**src/rtl/regbank_arbiter.sv**
```systemverilog
`default_nettype none
// ============================================================================
// Module      : regbank_arbiter
// Description : Round-robin arbiter that lets NUM_REQ requesters write into a
//               shared register bank. A requester may lock the arbiter so that
//               only it is granted until it releases the lock. Provides a
//               registered read port and a saturating write counter.
// Revision    : 1.0 - initial release
// ============================================================================
module regbank_arbiter #(
  parameter int NUM_REQ  = 4,
  parameter int DATA_W   = 8,
  parameter int NUM_REGS = 4,
  localparam int ADDR_W  = (NUM_REGS > 1) ? $clog2(NUM_REGS) : 1,
  localparam int OWN_W   = $clog2(NUM_REQ)
) (
  input  logic                        clk,
  input  logic                        reset,
  input  logic [NUM_REQ-1:0]          req_valid_i,
  input  logic [NUM_REQ-1:0]          req_lock_i,
  input  logic [NUM_REQ*ADDR_W-1:0]   req_addr_i,
  input  logic [NUM_REQ*DATA_W-1:0]   req_data_i,
  output logic [NUM_REQ-1:0]          req_ready_o,
  input  logic [ADDR_W-1:0]           rd_addr_i,
  output logic [DATA_W-1:0]           rd_data_o,
  output logic                        locked_o,
  output logic [OWN_W-1:0]            owner_o,
  output logic [7:0]                  wr_count_o
);

  typedef enum logic [0:0] {
    ST_IDLE   = 1'b0,
    ST_LOCKED = 1'b1
  } state_t;

  state_t             state;
  state_t             state_nxt;
  logic [OWN_W-1:0]   owner;
  logic [OWN_W-1:0]   owner_nxt;
  logic [OWN_W-1:0]   rr_ptr;
  logic [OWN_W-1:0]   gnt_idx;
  logic [OWN_W-1:0]   cand;
  logic [NUM_REQ-1:0] ready;
  logic               xfer;
  logic [ADDR_W-1:0]  wr_addr;
  logic [DATA_W-1:0]  wr_data;
  logic               wr_in_range;
  logic               rd_in_range;
  logic [DATA_W-1:0]  bank [NUM_REGS];
  logic [DATA_W-1:0]  rd_data;
  logic [7:0]         wr_count;

  // Grant selection: owner-only while locked, otherwise first valid requester
  // at or above rr_ptr (wrapping). The loop runs from the farthest candidate
  // down to the nearest so the nearest valid one is the last to be assigned.
  always_comb begin
    ready   = '0;
    gnt_idx = '0;
    cand    = '0;
    if (reset) begin
      if (state == ST_LOCKED) begin
        ready[owner] = req_valid_i[owner];
        gnt_idx      = owner;
      end else begin
        for (int i = NUM_REQ - 1; i >= 0; i--) begin
          cand = OWN_W'((int'(rr_ptr) + i) % NUM_REQ);
          if (req_valid_i[cand]) begin
            ready       = '0;
            ready[cand] = 1'b1;
            gnt_idx     = cand;
          end
        end
      end
    end
  end

  assign xfer        = |ready;
  assign wr_addr     = req_addr_i[int'(gnt_idx)*ADDR_W +: ADDR_W];
  assign wr_data     = req_data_i[int'(gnt_idx)*DATA_W +: DATA_W];
  assign wr_in_range = (int'(wr_addr) < NUM_REGS);
  assign rd_in_range = (int'(rd_addr_i) < NUM_REGS);

  // Lock FSM next-state: enter on a locking transfer, leave once the owner
  // deasserts lock (with or without a final transfer).
  always_comb begin
    state_nxt = state;
    owner_nxt = owner;
    case (state)
      ST_IDLE: begin
        if (xfer && req_lock_i[gnt_idx]) begin
          state_nxt = ST_LOCKED;
          owner_nxt = gnt_idx;
        end
      end
      ST_LOCKED: begin
        if (!req_lock_i[owner] && (xfer || !req_valid_i[owner])) begin
          state_nxt = ST_IDLE;
          owner_nxt = '0;
        end
      end
      default: begin
        state_nxt = ST_IDLE;
        owner_nxt = '0;
      end
    endcase
  end

  // Lock FSM state register.
  always_ff @(posedge clk) begin
    if (!reset) begin
      state <= ST_IDLE;
      owner <= '0;
    end else begin
      state <= state_nxt;
      owner <= owner_nxt;
    end
  end

  // Datapath: round-robin pointer, bank writes, write counter, read port.
  always_ff @(posedge clk) begin
    if (!reset) begin
      rr_ptr   <= '0;
      wr_count <= '0;
      rd_data  <= '0;
      for (int i = 0; i < NUM_REGS; i++) begin
        bank[i] <= '0;
      end
    end else begin
      // Read samples the bank before this edge's write lands.
      rd_data <= rd_in_range ? bank[rd_addr_i] : '0;
      if (xfer) begin
        rr_ptr <= (int'(gnt_idx) == NUM_REQ - 1) ? '0 : gnt_idx + OWN_W'(1);
        if (wr_in_range) begin
          bank[wr_addr] <= wr_data;
          if (wr_count != 8'hFF) begin
            wr_count <= wr_count + 8'd1;
          end
        end
      end
    end
  end

  assign req_ready_o = ready;
  assign rd_data_o   = rd_data;
  assign locked_o    = (state == ST_LOCKED);
  assign owner_o     = owner;
  assign wr_count_o  = wr_count;

endmodule
`default_nettype wire

```
**config.mk**
```make
export PLATFORM = sky130hd
export DESIGN_NAME = regbank_arbiter
export DESIGN_NICKNAME = d
export VERILOG_FILES = /design/src/rtl/regbank_arbiter.sv
export SDC_FILE = /design/constraint.sdc
export NUM_CORES = 1
export LEC_CHECK = 0
export CAP_MARGIN = 20
export CORE_ASPECT_RATIO = 0.7
export CORE_MARGIN = 10
export CORE_UTILIZATION = 40
export DETAILED_ROUTE_END_ITERATION = 12
export HOLD_SLACK_MARGIN = 0.08
export PLACE_DENSITY = 0.74
export SLEW_MARGIN = 20
export SYNTH_ARGS = -nofsm -noshare
export SYNTH_HDL_FRONTEND = slang
export SYNTH_SLANG_ARGS = --single-unit
```
**constraint.sdc**
```tcl
create_clock -name clk -period 5.38 [get_ports clk]
set_input_delay 1.614 -clock clk [delete_from_list [all_inputs] [get_ports clk]]
set_output_delay 1.614 -clock clk [all_outputs]
set_load 0.02 [all_outputs]
```
==> impl_metrics.csv <==
group,metric,value,unit
status,status,"finished, final reports clean",
timing,skew,0.00617,ns
worst_hold_path,worst_hold_path.endpoint,"wr_count_o[5]",
pwr,power.share.clock,16.5,%
detailed_routing,wire_per_inst,17.4,um
global_route,track_usage,14.4,%
setup_path,critPathRequiredTime,3.77,ns
synth,synth_edf_count,32,
job,cap_violations,0,
cells_and_area,finish.instance_area,4430,um2
placement,port_buffers,74,
detailed_routing,drc,0,
setup_path,worstPathMaxFanout,5,
setup_path,r2r_end,"bank[0][3]",
synth,synth_compound_area_share,10.9,%
global_route,use_met2,22.4,%
synth,synth-seq-cells,53,
worst_hold_path,hold_class,"reg -> reg",
setup_path,critPathMaxStageDelay,0.52,ns
setup_path,cp-start-kind,"input port",
die,die_h,95.8,um
synth,syn_avg_cell_area,10.6,um2
die,ioPinCount,75,
synth,async_reset_ff_share,0,%
timing,setup_viol,0,
clock_network,tritoncts,"done",
placement,dp_cells,486,
die,start_util,41.3,%
timing,hold_violations,0,
clock_network,clock-sinks,53,
global_route,grtUsageMet1,19.4,%
placement,place.gp.congestion,0.832,
pwr,power.net_switching,0.000917,W
setup_path,ff2ff_setup_slack,1.34,ns
pwr,p_per_area,548,nW/um2
setup_path,cp.arrival,3.62,ns
worst_hold_path,worstHoldPathCells,2,
clock_network,clk_path_buf_depth,2,
global_route,grt_util_met3,4.01,%
timing,relSlewSlack,56.2,%
clock_network,postCtsHoldBufs,0,
synth,yosys.area.top_type_share,29.3,%
global_route,antenna_found_initial,0,
timing,fin_ws,0.145,ns
synth,yosys_warnings,0,
setup_path,worstRegToRegCells,11,
timing,fmax,0.191,GHz
synth,synth-adder-area-share,3.43,%
detailed_routing,drt-total-wl,8590,um
placement,place_area,4230,um2
timing,rsz0062_at_grt,"false",
timing,finalCriticalPeriod,5.24,ns
synth,synth_common_cells,"edfxtp_1 (32), a21oi_1 (27), and2_1 (24)",
synth,synth-xor-area-share,1.60,%
clock_network,clk_pin_slew_worst_paths,0.07,ns
die,coreArea,7940,um2
placement,dp_slack,-0.0973,ns
cells_and_area,fin_nets,454,
global_route,grt_first_pass_wirelength,14400,um
cells_and_area,area_growth,34.9,%
detailed_routing,viasPerCell,5.39,
timing,tightest_slew,0.656,ns
global_route,overflow,0,
pwr,p_int,0.00151,W
synth,syn_area,3280,um2
detailed_routing,drt-initial-drc-count,273,
pwr,combPwrFrac,53.7,%
die,dieArea,12300,um2
pwr,sw_frac_of_total,37.8,%
synth,synth.most_common_cell,"edfxtp_1",
synth,synthMuxAreaShare,19.3,%
cells_and_area,num_antenna_cells,0,
setup_path,path_cells,"clkdlybuf4s50_1, mux4_2, buf_4, a21oi_1, o21ai_0, o21ai_1, inv_1, dlygate4sd2_1",
die,rows,27,
cells_and_area,drive_gt1_share,16.8,%
setup_path,cpMaxStageDelayCell,"mux4_2",
synth,synth-simple-area-share,18.1,%
synth,syn_nets,371,
detailed_routing,antenna_left,0,
synth,syn_inst,310,
worst_hold_path,min_from,"wr_count_o[5]",
setup_path,end_kind,"output port",
timing,finalCritPeriodShare,97.3,%
pwr,p_leak,1.82,nW
global_route,grt_max_degree,20,
setup_path,path_class,"in -> out",
timing,maxSlewViolCount,0,
clock_network,root_buffer,"clkbuf_16",
clock_network,clk_latency,0.28,ns
synth,yosysSeqAreaShare,42.1,%
clock_network,cts_inserted_buffers,5,
global_route,grt_pass1_vias,2748,
global_route,busiest_layer,"met2",
synth,synth_cell_types,48,
setup_path,rr_startpoint,"rr_ptr[1]",
detailed_routing,vias,2668,
die,die_w,128,um
pwr,totalPowerFinal,0.00243,W
detailed_routing,dr.pass1.iters,4,
synth,synth_top_family_by_area,"multiplexers",
pwr,power.share.sequential,29.8,%
pwr,vdd_ir_drop_max,0.245,mV
placement,dp_hpwl,6610,um
timing,fin_setup_tns,0,ns
synth,synth_top_area_cell,"edfxtp_1",
cells_and_area,finalNonFillerCells,495,
synth,synth_area_leaders,"edfxtp_1 (29%), dfxtp_1 (13%), mux4_2 (9.6%), mux2i_1 (4.9%), and2_1 (4.6%)",
clock_network,htree_levels,2,
synth,ys.flop_type,"edfxtp_1",
-- how the worst max path moves through the flow --
stage / startpoint / endpoint / slack [ns] / cells past startpoint
6_report: req_valid_i[3] / req_ready_o[0] / 0.14 / 8
5_1_grt: req_valid_i[3] / req_ready_o[0] / 0.01 / 8
4_1_cts: req_valid_i[3] / req_ready_o[2] / 0.13 / 8
3_5_place_dp: req_valid_i[3] / req_ready_o[2] / -0.1 / 7
3_3_place_gp: req_valid_i[3] / req_ready_o[2] / -0.02 / 7
2_1_floorplan: req_valid_i[0] / req_ready_o[2] / 0.80 / 6
-- worst max-delay path, delay by kind of cell --
kind                   cells  cell delay, ns
muxes                      1            0.52
AOI/OAI and AO/OA          3            0.46
buffers and inverters      4            1.04
-- layout make-up --
class,count,area [um2]
Clock buffer,5,125
Clock inverter,3,65.1
Fill cell,673,3510
Inverter,14,52.6
Multi-Input combinational cell,220,1750
Sequential cell,53,1380
Tap cell,101,126
Timing Repair Buffer,99,923
-- kinds of logic after synthesis --
| logic type | Yosys count |
|---|---|
| AO/OA/AOI/OAI | 55 |
| buffers and inverters | 37 |
| AND/OR/NAND/NOR | 106 |
| XOR/XNOR | 6 |
| adder cells (fa/ha/maj) | 9 |
| flip-flops | 53 |
| multiplexers | 44 |
-- timing repair --
item / CTS / global route
setup endpoints to repair: 4 / 1
endpoints found under the hold margin: 0 / 0
gates resized for setup: 4 / 0
pin swaps: 0 / 1
buffers inserted: 0 / 1
-- state kept, by name, indices dropped and copies added, names as in the netlist --
register	flops
bank	32
rd_data_o	8
wr_count_o	8
owner_o	2
rr_ptr	2
locked_o	1
-- metal layers --
layer | wire length, um | part of all wire, %
met5 | 0 | 0
met4 | 57 | 0.66
met3 | 684 | 8.0
met2 | 3920 | 46
met1 | 3930 | 46
-- stage by stage --
stage / hold WS [ns] / utilization [%]
after floorplan: 0.559 / -
after global placement: 0.486 / 53.3
after detailed placement: 0.496 / 53.3
after CTS: 0.508 / 55.7
after global routing: 0.545 / 55.7
final: 0.507 / 55.7
-- layout by cell type (no fill, tap or decap), drive strengths merged, types with 6 or more instances in the layout --
cell / Yosys / final
a21oi: 27 / 27
and2: 25 / 25
and3: 18 / 18
buf: 7 / 25
clkdlybuf4s50: 0 / 70
dfxtp: 21 / 21
edfxtp: 32 / 32
ha: 9 / 9
inv: 14 / 14
mux2: 14 / 14
mux2i: 16 / 16
mux4: 14 / 14
nand2: 13 / 13
nand2b: 6 / 6
nand3b: 6 / 6
nor2: 22 / 22
o21ai: 11 / 11
-- power groups by stage --
stage	logic (W)	clock network (W)	registers [W]
detailed placement	0.00130	0	0.000731
CTS	0.00130	0.000406	0.000723
global placement	0.00127	0	0.000718
floorplan	0.000845	0	0.000737
global route	0.00144	0.000422	0.000739
finish	0.00130	0.000401	0.000721
No activity file was read; power rests on OpenSTA's default activity.
